===== config.mk =====
export PLATFORM = sky130hd
export DESIGN_NAME = int_to_flop
export DESIGN_NICKNAME = d
export VERILOG_FILES = /design/src/rtl/flop13_pkg.sv /design/src/rtl/int_to_flop.sv
export SDC_FILE = /design/constraint.sdc
export NUM_CORES = 1
export LEC_CHECK = 0
export CAP_MARGIN = 20
export CORE_ASPECT_RATIO = 1.25
export CORE_UTILIZATION = 58
export CTS_BUF_LIST = sky130_fd_sc_hd__clkbuf_2
export DETAILED_ROUTE_END_ITERATION = 12
export HOLD_SLACK_MARGIN = 0.06
export PLACE_DENSITY = 0.95
export SLEW_MARGIN = 20
export SYNTH_ARGS = -nofsm -noshare
export SYNTH_HDL_FRONTEND = slang
export SYNTH_SLANG_ARGS = --single-unit
export TNS_END_PERCENT = 30

===== constraint.sdc =====
create_clock -name clk -period 2.91 [get_ports clk]
set_clock_uncertainty 0.15 [all_clocks]
set_input_delay 0.291 -clock clk [delete_from_list [all_inputs] [get_ports clk]]
set_output_delay 0.291 -clock clk [all_outputs]
set_load 0.02 [all_outputs]

===== src/rtl/flop13_pkg.sv =====
// Shared constants for the 13-bit float format {sign, exp[3:0], mant[7:0]}
// used by int_to_flop and the downstream flop arithmetic unit.
package flop13_pkg;

    localparam int SIGN_BIT = 12;
    localparam int EXP_W    = 4;
    localparam int MANT_W   = 8;
    localparam int FLT_W    = 13;

    localparam int                EXP_BIAS = 7;
    localparam logic [EXP_W-1:0]  EXP_MAX  = 4'hF;
    localparam logic [FLT_W-1:0]  FLT_ZERO = 13'h000;

    typedef enum logic [1:0] {
        IDLE = 2'd0,
        NORM = 2'd1,
        DONE = 2'd2
    } state_t;

    function automatic logic [FLT_W-1:0] pack_flt(
        input logic              s,
        input logic [EXP_W-1:0]  e,
        input logic [MANT_W-1:0] m
    );
        logic [FLT_W-1:0] w;
        w                        = '0;
        w[SIGN_BIT]              = s;
        w[SIGN_BIT-1 -: EXP_W]   = e;
        w[MANT_W-1:0]            = m;
        return w;
    endfunction

endpackage


===== src/rtl/int_to_flop.sv =====
// Signed integer to 13-bit float converter; normalises one shift per cycle
// behind a valid/ready handshake on both the input and the result side.
module int_to_flop
    import flop13_pkg::*;
#(
    parameter int IN_W = 16
) (
    input  logic             clk,
    input  logic             reset,
    input  logic [IN_W-1:0]  in_data,
    input  logic             in_valid,
    output logic             in_ready,
    output logic [12:0]      out_result,
    output logic             out_ovf,
    output logic             out_valid,
    input  logic             out_ready
);

    localparam int CNT_W = $clog2(IN_W);

    state_t            state_q, state_d;
    logic              sign_q, sign_d;
    logic [IN_W-1:0]   mag_q, mag_d;
    logic [CNT_W-1:0]  cnt_q, cnt_d;
    logic [FLT_W-1:0]  result_q, result_d;
    logic              ovf_q, ovf_d;

    logic [4:0]        msb_pos;
    logic              fits;
    logic [EXP_W-1:0]  exp_val;
    logic [MANT_W-1:0] mant_val;
    logic [FLT_W-1:0]  packed_val;
    logic [IN_W-1:0]   abs_in;

    // Two's-complement magnitude; the most negative input maps to 2^(IN_W-1).
    assign abs_in = in_data[IN_W-1] ? (~in_data + IN_W'(1)) : in_data;

    // MSB position of the original magnitude, once mag_q has been normalised.
    assign msb_pos  = 5'(IN_W - 1) - 5'(cnt_q);
    assign fits     = (msb_pos <= 5'd8);
    assign exp_val  = EXP_W'(5'(EXP_BIAS) + msb_pos);
    assign mant_val = mag_q[IN_W-2 -: MANT_W];

    always_comb begin
        packed_val = pack_flt(sign_q, EXP_MAX, {MANT_W{1'b1}});
        if (fits) begin
            packed_val = pack_flt(sign_q, exp_val, mant_val);
        end
    end

    always_comb begin
        state_d  = state_q;
        sign_d   = sign_q;
        mag_d    = mag_q;
        cnt_d    = cnt_q;
        result_d = result_q;
        ovf_d    = ovf_q;
        case (state_q)
            IDLE: begin
                if (in_valid) begin
                    sign_d  = in_data[IN_W-1];
                    mag_d   = abs_in;
                    cnt_d   = '0;
                    state_d = NORM;
                end
            end
            NORM: begin
                if (mag_q == '0) begin
                    result_d = FLT_ZERO;
                    ovf_d    = 1'b0;
                    state_d  = DONE;
                end else if (mag_q[IN_W-1]) begin
                    result_d = packed_val;
                    ovf_d    = ~fits;
                    state_d  = DONE;
                end else begin
                    mag_d = mag_q << 1;
                    cnt_d = cnt_q + 1'b1;
                end
            end
            DONE: begin
                if (out_ready) begin
                    state_d = IDLE;
                end
            end
            default: begin
                state_d = IDLE;
            end
        endcase
    end

    always_ff @(posedge clk) begin
        if (reset) begin
            state_q  <= IDLE;
            sign_q   <= 1'b0;
            mag_q    <= '0;
            cnt_q    <= '0;
            result_q <= FLT_ZERO;
            ovf_q    <= 1'b0;
        end else begin
            state_q  <= state_d;
            sign_q   <= sign_d;
            mag_q    <= mag_d;
            cnt_q    <= cnt_d;
            result_q <= result_d;
            ovf_q    <= ovf_d;
        end
    end

    assign in_ready   = (state_q == IDLE);
    assign out_valid  = (state_q == DONE);
    assign out_result = result_q;
    assign out_ovf    = ovf_q;

endmodule


Word-level counts from Yosys, hierarchy flattened
Index checks and enable logic that the tools add are counted.
W data, S select, Z words.
- logic and storage cells: 49
- bits of input ports: 20
- bits in registers: 37
- $lt $le $gt $ge: 1
- equal/unequal tests: 7
- reductions and logical operators: 9
- add/subtract/negate cells: 4
- bitwise operators: 2
- mux-type cells: 19
- operators by type and width (kind ; number):
    $mux W16 ; 4
    $pmux W16 S2 ; 1
    $mux W13 ; 2
    $add A16 B1 Y16 const B ; 1
    $logic_not A16 Y1 ; 1
    $not A16 Y16 ; 1
    $mux W12 ; 1
    $mux W4 ; 3
    $mux W2 ; 4
    $pmux W4 S2 ; 1
    $ne A2 B2 Y1 const B ; 3
    $pmux W2 S3 ; 1
    $reduce_and A3 Y1 ; 2
    $le A5 B4 Y1 const B ; 1
    $sub A4 B4 Y5 const A ; 1
    $add A3 B4 Y4 const A ; 1
    $add A4 B1 Y4 const B ; 1
    $reduce_and A2 Y1 ; 2
    $reduce_and A4 Y1 ; 1
    $reduce_bool A2 Y1 ; 2
    $ne A3 B3 Y1 const B ; 1
    $eq A2 B1 Y1 const B ; 1
    $eq A2 B2 Y1 const B ; 1
    $logic_not A2 Y1 ; 1
    other kinds (3) ; 4

Longest topological paths before layout
Gate-level depths: netlist (run 1).
- depth after elaboration: 5
- gate-level depth with buffers: 7
- gate-level depth less buffers: 7

Worst setup path after synthesis (run 1)
OpenSTA, ideal clock, no wires.
- path kind: register to register
- from: register state_q[0]
- to: register mag_q[1]
- data arrival time: 1651 ps
- slack: 984 ps
- stages on the path, launching flop included: 7
- path buffers: 1
- library setup time: 124 ps
- path through: dfxtp_1 -> or3b_2 -> a41oi_2 -> nor2_2 -> buf_2 -> a222oi_1 -> nor2_1
- cells in the longest elaborated chain, start to end: 3
- elaborated cells between the ends (all ways): 8
- classes of those cells: eq/ne (4); mux (1); reduce/logical (3)
- RTL lines (element ; line ; source):
    start, declared ; int_to_flop.sv:21 ; state_t state_q, state_d;
    start signal, assigned ; int_to_flop.sv:101 ; state_q <= state_d;
    $eq A2 B1 Y1 / $logic_not A2 Y1 (equally long branches) ; int_to_flop.sv:58 ; case (state_q)
    $ne A2 B2 Y1 (no source line) / $reduce_bool A2 Y1 (equally long branches) ; - ;
    $reduce_and A4 Y1 (no source line) ; - ;
    end signal, assigned ; int_to_flop.sv:103 ; mag_q <= mag_d;
    end, declared ; int_to_flop.sv:23 ; logic [IN_W-1:0] mag_q, mag_d;
Parallel ways exist; a longest one is shown, timed or not.
A chain may end at the register's enable or synchronous reset.

Final worst setup path (run 1)
- from: register mag_q[8]
- to: register mag_q[4]
- cells in the longest elaborated chain, start to end: 3
- RTL lines (element ; line ; source):
    $logic_not A16 Y1 ; int_to_flop.sv:68 ; if (mag_q == '0) begin
    $ne A2 B2 Y1 (no source line) ; - ;
    $reduce_and A4 Y1 (no source line) ; - ;
No other way between the ends.

==> run metrics, run 1 <==
outcome finished, final reports clean; Yosys reg bits 37; cells on worst reg2reg path 5; area of the multi-input gates 0.00109 sq mm; I/O Pins 36; RSZ-0062 raised after global routing false; post-synth cell types 44; yosys warns 0; Layout Utilization 72.6%; Max Cap Viol 0; Setup crit end kind flop; worst skew pair latency 390 ps; Hold Path Sink out_result[7]; share of cells above drive strength 1 8.11%; area grow syn2layout 20.4%; placed cell area 0.00229 sq mm; initial antenna violation count 0; Ant. Diodes 0; die width 53.6 microns; global-route usage over all layers 27.5%; Power Dens Cells between 400 and 500 mW/mm^2; Mapped Area approximately 0.0019 sq mm; total power 0.00110 W; Finished Cell Area around 0.0023 sq mm; min-delay src out_result[7]; worst endpoint required time 3080 ps; Wirelength per Cell 14.3 microns; hold depth 2; Cells after Synth 226; post-synthesis sequential area ratio 38.4%; drt total wl 4220 microns; hpwl dp 3130 microns; Vias about 1800; Slew HR 33.1%; crit path DAT between 2000 and 2500 ps; filler cell count 237; most frequent cell after synthesis dfxtp_1; Peak VDD IR 382 uV; Yosys top cell area share between 30% and 40%; top cells by area, synth dfxtp_1 (38%), a21oi_1 (5.7%), o21ai_0 (4.4%); Final Hold Vio Count 0; post-cts sizing count 0; P_leak between 0.8 and 0.9 nW; vias per inst about 6.2; highest clock rate 471 MHz; post-synthesis area per instance roughly 8.5 sq um; clock-pin slew on the worst setup and hold paths around 170 ps; initial DRC count 65; global route overflow 0; Hold Buf Count CTS 0; post-layout min period 2120 ps; CP Launch Type flop; DRC errors left 0; Slew Limit Fails 0; CTS tree done; Worst Tran Pin Value 1000 ps; Mapped Nets 248; R2R Path End mag_q[4]; # port buffers 35; async set-reset flop share out of synthesis 0%; Yosys top cell by area dfxtp_1; Placeable Area 0.00319 sq mm; vias in the first global route around 1700; reg2reg setup slack 790 ps; Antenna Nets Post-Route 0; die height 66.4 microns; CTS Root Cell clkbuf_2; nets 281; Hold Crit Class flop to flop; # Post-CTS Setup Buffers 0; Setup violations, final 0; GP Congestion 0.810; H-Tree Depth 2; CP Class flop to flop; Rows 23; clock buffer count from CTS 5; first-pass GRT wire length 7260 microns; Tcrit/Tclk final 73.0%; Most used DFF post-synth dfxtp_1; Starting Density 60.3%; worst-path fanout max 15; largest net degree at the start of global routing 38; CTS Sinks 37; R2R Path Start mag_q[8]; EDFF count, synth 0; clock buffer depth 2; DIE AREA 0.00356 sq mm; Reg area roughly 740 sq um; top post-synthesis cells by count dfxtp_1 (37), a21oi_1 (22), nand2_1 (22); total negative slack 0 ps; drt pass-1 iters 4
layout make-up:
cell class / instances / area share (%)
Timing Repair Buffer: 40 / 16.7
Multi-Input combinational cell: 169 / 46.9
Clock buffer: 6 / 1.29
Tap cell: 37 / 2.00
Inverter: 6 / 0.971
Clock inverter: 1 / 0.162
Sequential cell: 37 / 31.9
metrics by stage:
| stage | setup slack [ps] | hold WS, ps | cells |
|---|---|---|---|
| detailed placement | 435 | 295 | 289 |
| CTS | 823 | 314 | 296 |
| finish | 786 | 311 | 296 |
| floorplan | 984 | 286 | 226 |
| global placement | 493 | 289 | 289 |
| global route | 573 | 342 | 296 |
worst max-delay path by stage:
stage / endpoint / start
3_3_place_gp: mag_q[13] / in_data[6]
6_report: mag_q[4] / mag_q[8]
4_1_cts: out_result[10] / mag_q[12]
3_5_place_dp: mag_q[13] / in_data[6]
2_1_floorplan: mag_q[1] / state_q[0]
5_1_grt: out_result[10] / mag_q[12]
report_power, final:
part,switching (W),internal (W),total (W)
clock,0.000155,0.0000559,0.000211
combinational,0.000174,0.000133,0.000307
sequential,0.0000390,0.000548,0.000587
total,0.000368,0.000737,0.00110
registers in the layout (all words and copies together) (netlist names):
| register | flops |
|---|---|
| cnt_q | 4 |
| mag_q | 16 |
| out_ovf | 1 |
| out_result | 13 |
| sign_q | 1 |
| state_q | 2 |
routing by layer:
layer  vias to the layer above  GRT usage (%)  wire, microns
met5                         -              0              0
met4                         0           13.8             92
met3                        10           5.98            220
met2                        80           44.8           2120
met1                       837           33.1           1790
li1                        897              -              -
cells in the final DEF, fill, tap and decap left out, types with 6 or more instances in the layout:
| cell type | netlist | routed |
|---|---|---|
| dfxtp_1 | 37 | 37 |
| clkdlybuf4s50_1 | 0 | 35 |
| nand2_1 | 22 | 22 |
| a21oi_1 | 22 | 22 |
| nor2_1 | 21 | 21 |
| o21ai_0 | 17 | 17 |
| nor4_1 | 8 | 8 |
| xor2_1 | 8 | 8 |
| xnor2_1 | 8 | 8 |
| nor3_1 | 7 | 7 |
| a22oi_1 | 7 | 7 |
| inv_1 | 6 | 6 |
| clkbuf_2 | 1 | 6 |
cells by family (layout without fill, tap and decap cells):
| family | count (synthesis) | in the layout | synth area share (%) |
|---|---|---|---|
| and+or+nand+nor | 79 | 79 | 20.7 |
| AOI/OAI and AO/OA | 71 | 71 | 26.8 |
| DFF | 37 | 37 | 38.4 |
| buffers and inverters | 20 | 53 | 5.06 |
| xor gates and xnor gates | 16 | 16 | 7.27 |
| adders and majority gates | 2 | 2 | 1.30 |
| muxes | 1 | 1 | 0.520 |
worst max-delay path: stages, from the launching register on:
cell and delay [ps]:
dfxtp_1 380, nor4_1 480, a41oi_2 220, nor2_2 500, a221oi_1 130, nor3_1 200
(Power assumes the default switching activity.)
==> run 2, diff against run 1 <==
--- a/config.mk
+++ b/config.mk
@@ -7,11 +7,11 @@
 export LEC_CHECK = 0
 export CAP_MARGIN = 20
 export CORE_ASPECT_RATIO = 1.25
-export CORE_UTILIZATION = 58
+export CORE_UTILIZATION = 54
 export CTS_BUF_LIST = sky130_fd_sc_hd__clkbuf_2
 export DETAILED_ROUTE_END_ITERATION = 12
 export HOLD_SLACK_MARGIN = 0.06
-export PLACE_DENSITY = 0.95
+export PLACE_DENSITY = 0.92
 export SLEW_MARGIN = 20
 export SYNTH_ARGS = -nofsm -noshare
 export SYNTH_HDL_FRONTEND = slang
==> constraint.sdc (replaced) <==
create_clock -name clk -period 2.2 [get_ports clk]
set_clock_uncertainty 0.15 [all_clocks]
set_input_delay 0.22 -clock clk [delete_from_list [all_inputs] [get_ports clk]]
set_output_delay 0.22 -clock clk [all_outputs]
set_load 0.02 [all_outputs]
==> run 2 against run 1 <==
Net effect:
- first-iteration DRC count is the same
- highest routed layer unchanged
- non-clock buffer count grew 26
- sequential share of layout area shrank 2.6 points
- worst setup slack lost 580 ps
- sequential power grew 32%
- sequential cell count is the same
- clock-buffer cell count is the same
- core utilization grew 3.7 points
- hold slack lost 5.9 ps
==> run metrics, run 2 (synthesis results as in run 1) <==
count of non-filler cells in the finished layout around 320; crit path DAT 2180 ps; slowest CP cell or3b_2; highest clock rate 503 MHz; register name with the most flops mag_q; die height 68.8 microns; worst endpoint required time 2390 ps; DIE AREA about 0.0038 sq mm; P_leak 0.954 nW; Ant. Diodes 0; fin worst setup slack 210 ps; Rows 23; I/O Pins 36; CTS tree done; # port buffers 35; Hold Buf Count CTS 0; clock buffer count from CTS 5; area grow syn2layout 31.0%; nets 307; Antenna Nets Post-Route 0; worst stage delay on the critical path 480 ps; clock buffer depth 2; max reg flops 16; RSZ-0062 raised after global routing false; Setup violations, final 0; post-layout min period 1990 ps; Peak VDD IR 472 uV; vias per inst 5.98; drt pass-1 iters 4; drt total wl 4540 microns; CP top delay family simple AND/OR/NAND/NOR gates; Starting Density around 58%; outcome finished, final reports clean; hpwl dp 3390 microns; Slew Limit Fails 0; post-cts sizing count 0; Worst Tran Pin Value 477 ps; Vias 1926; largest net degree at the start of global routing 38; CP Launch Type flop; Setup crit end kind flop; die width 55.4 microns; GP Congestion 0.939; total power 0.00153 W; Tcrit/Tclk final 90.5%; worst-path fanout max 14; global route overflow 0; Power Dens Cells between 600 and 700 mW/mm^2; CP Buf/Inv Count 1; Max Cap Viol 0; Placeable Area 0.00331 sq mm; H-Tree Depth 2; initial antenna violation count 0; CTS Sinks 37; commonest non-fill, non-tap cell in the layout dfxtp_1; # Post-CTS Setup Buffers 0; share of cells above drive strength 1 ~17%; most frequent cells in the layout dfxtp_1 (37), clkdlybuf4s50_1 (35), buf_4 (31); DRC errors left 0; Layout Utilization 76.3%; Hold Crit Class input pin to flop; global-route usage over all layers 25.6%; CP Class flop to flop; placed insts 315; Slew HR roughly 68%; Wirelength per Cell 14.1 microns; first-pass GRT wire length 7560 microns; worst skew pair latency 390 ps; initial DRC count 65; vias in the first global route 1736; CTS Root Cell clkbuf_2; pre-CTS WS -146 ps; Final Hold Vio Count 0; crit-path cells or3b_2 > a41oi_2 > buf_4 > nand4_1 > xor2_1 > nor3_1; clock-pin slew on the worst setup and hold paths 170 ps
[run 2: cell types whose count changed in the layout (fill, tap and decap cells not counted), sizes merged]
cell | before | now
buf | 5 | 31
[run 2: where the power goes]
group          internal (W)  switching, W
Clock             0.0000740      0.000218
Combinational      0.000218      0.000241
Sequential         0.000724     0.0000494
[run 2: final cells by class]
cell class / count / area [sq um]
sequential: 37 / 741
timing repair buffer: 66 / 583
multi-input combinational: 169 / 1100
inverter: 6 / 22.5
clock buffer: 6 / 30.0
fill: 244 / 785
tap: 37 / 46.3
clock inverter: 1 / 3.75
[run 2: worst paths after layout]
path                      start            end  slack, ps  depth (start not counted)
setup reg to reg     state_q[0]       cnt_q[3]        210                          6
setup / recovery     state_q[0]       cnt_q[3]        210                          6
hold reg to reg   out_result[2]  out_result[2]        310                          2
hold / removal        out_ready     state_q[1]        310                          3
[run 2: tightest hold or removal path: stages]
cell             delay [ps]
clkdlybuf4s50_1         440
nand2b_1                100
a21oi_1                  60
[run 2: metrics by stage]
stage | instance area [sq um] | setup TNS [ps] | hold WS [ps]
global route | 2520 | 0 | 298
global placement | 2480 | -213 | 289
floorplan | 1930 | 0 | 232
detailed placement | 2480 | -679 | 295
CTS | 2510 | 0 | 308
finish | 2520 | 0 | 305
[run 2: layer usage]
layer | routed length (microns) | global-route usage, %
met5 | 0 | 0
met4 | 156 | 13.8
met3 | 233 | 5.60
met2 | 2370 | 47.6
met1 | 1780 | 27.6
==> run 3, diff against run 2 <==
--- a/config.mk
+++ b/config.mk
@@ -12,6 +12,7 @@
 export DETAILED_ROUTE_END_ITERATION = 12
 export HOLD_SLACK_MARGIN = 0.06
 export PLACE_DENSITY = 0.92
+export SETUP_SLACK_MARGIN = 0.15
 export SLEW_MARGIN = 20
 export SYNTH_ARGS = -nofsm -noshare
 export SYNTH_HDL_FRONTEND = slang
==> run 3 against run 2 <==
Net effect:
- first-iteration DRC count increased by 20%
- clock power increased by 2%
- sequential cell count unchanged
- sequential share of layout area decreased by 0.33 points
- largest cell class unchanged
- total power increased by 1.6%
- register-to-register slack improved by 20 ps
- routed wire length increased by 2.2%
- critical endpoint is now mag_q[2]
- fmax increased by 1.1%
- largest power group unchanged
- via count increased by 0.88%
- global-route usage about the same
- cell count increased by 0.93%
- sequential power about the same
==> run metrics, run 3 (synthesis results as in run 1) <==
outcome finished, final reports clean; worst stage delay on the critical path 480 ps; area grow syn2layout 32.5%; P_leak 0.989 nW; Levels on crit path 6; Setup crit end kind flop; Peak VDD IR 482 uV; Max Cap Viol 0; H-Tree Depth 2; fin worst setup slack 232 ps; DIE AREA around 0.0038 sq mm; R2R Path Start state_q[0]; # port buffers 35; pre-CTS WS -146 ps; worst endpoint required time 2400 ps; initial DRC count 78; drt total wl 4630 microns; post-layout min period 1970 ps; CP Class flop to flop; R2R Path End mag_q[2]; Starting Density 58.2%; drt pass-1 iters 5; P_sw 0.000519 W; GP Congestion 0.939; Vias 1943; largest net degree at the start of global routing 38; Rows 23; Hold Buf Count CTS 0; GR Layer Usage met1 27.7%; global routing usage on met3 under 10%; max reg flops 16; register name with the most flops mag_q; Hold Crit Class input pin to flop; Final Hold Vio Count 0; Setup violations, final 0; vias per inst 5.98; vias in the first global route 1737; worst skew pair latency approximately 400 ps; die height 68.8 microns; met2 Resource Use GR 47.6%; global route overflow 0; clock-pin slew on the worst setup and hold paths about 180 ps; nets 310; Top Usage Layer GRT met2; Ant. Diodes 0; first-pass GRT wire length 7560 microns; crit path DAT 2170 ps; slowest CP cell or3b_2; Flop pwr share 50.0%; Tcrit/Tclk final 89.5%; RSZ-0062 raised after global routing true; clock buffer count from CTS 5; logic gate share of total power a little over 30%; total negative slack 0 ps; CP Buf/Inv Count 1; initial antenna violation count 0; DRC errors left 0; CTS tree done; Sw Share between 30% and 40%; worst setup path end mag_q[2]; Slew Limit Fails 0; CP Launch Type flop; global-route usage over all layers 25.7%; worst-path fanout max 15; most frequent cells in the layout dfxtp_1 (37), clkdlybuf4s50_1 (34), buf_4 (33); Clk pwr share 19.1%; Worst Tran Pin Value 470 ps; highest clock rate 508 MHz; P_int 0.00103 W; hpwl dp 3390 microns; CP top delay family compound AO/OA/AOI/OAI gates; share of cells above drive strength 1 between 10% and 20%; commonest non-fill, non-tap cell in the layout dfxtp_1; die width 55.4 microns; crit path launch state_q[0]; I/O Pins 36; reg2reg setup slack 230 ps; clock buffer depth 2; crit-path cells or3b_2 > a41oi_2 > nor2_2 > buf_4 > a311o_1 > a21oi_1; Wirelength per Cell 14.3 microns; CTS Sinks 37; Power Dens Cells around 610 mW/mm^2; hold depth 3; Placeable Area 0.00331 sq mm; cells on worst reg2reg path 6; Slew HR 68.6%; CTS Root Cell clkbuf_2; Antenna Nets Post-Route 0
## run 3: cell count changes in the layout (fill, tap and decap cells not counted), sizes merged
cell           delta
buf               +3
dlymetal6s2s      +1
clkdlybuf4s50     -1
## run 3: repair_timing
item                                    in CTS  in global routing
endpoints found under the setup margin       4                  5
pin swaps                                    0                  0
buffers inserted                             0                  3
cloned                                       0                  0
gates resized for setup                      1                  3
## run 3: final cells by class
| class | instances | area [sq um] |
|---|---|---|
| clock buffer | 6 | 30.0 |
| clock inverter | 1 | 3.75 |
| fill | 239 | 756 |
| inverter | 6 | 22.5 |
| multi-input combinational | 169 | 1100 |
| sequential | 37 | 741 |
| tap | 37 | 46.3 |
| timing repair buffer | 69 | 612 |
## run 3: worst register-to-register path, cell delays in order, from the launching register on
cell and delay, ps:
dfxtp_1 400, or3b_2 480, a41oi_2 230, nor2_2 50, buf_4 180, a311o_1 290, a21oi_1 140
## run 3: power groups by stage
stage	Clock, W	Sequential [W]	Combinational (W)
6_report	0.000297	0.000775	0.000479
5_1_grt	0.000322	0.000782	0.000520
4_1_cts	0.000291	0.000773	0.000454
3_5_place_dp	0	0.000788	0.000449
3_3_place_gp	0	0.000785	0.000437
2_1_floorplan	0	0.000782	0.000276
## run 3: how the worst min path moves through the flow
stage,start,endpoint,slack [ps]
after floorplan,in_data[0],mag_q[0],230
after global placement,out_result[8],out_result[8],290
after detailed placement,out_result[2],out_result[2],300
after CTS,out_ready,state_q[1],310
after global routing,out_ready,state_q[1],300
final,out_ready,state_q[1],310
## run 3: routing by layer
layer  wire, microns  vias up  part of all wire (%)
met4              99        0                   2.1
met5               0        -                     0
met2            2470       83                    53
met1            1810      898                    39
met3             259        9                   5.6
li1                -      953                     -
## run 3: metrics by stage
stage	std cells	total power, W	instance area [sq um]	utilization (%)	hold slack, ps
3_5_place_dp	315	0.00124	2480	75.0	295
4_1_cts	322	0.00152	2520	76.1	308
2_1_floorplan	226	0.00106	1930	-	232
3_3_place_gp	315	0.00122	2480	75.0	289
5_1_grt	325	0.00162	2550	77.2	298
6_report	325	0.00155	2550	77.2	307
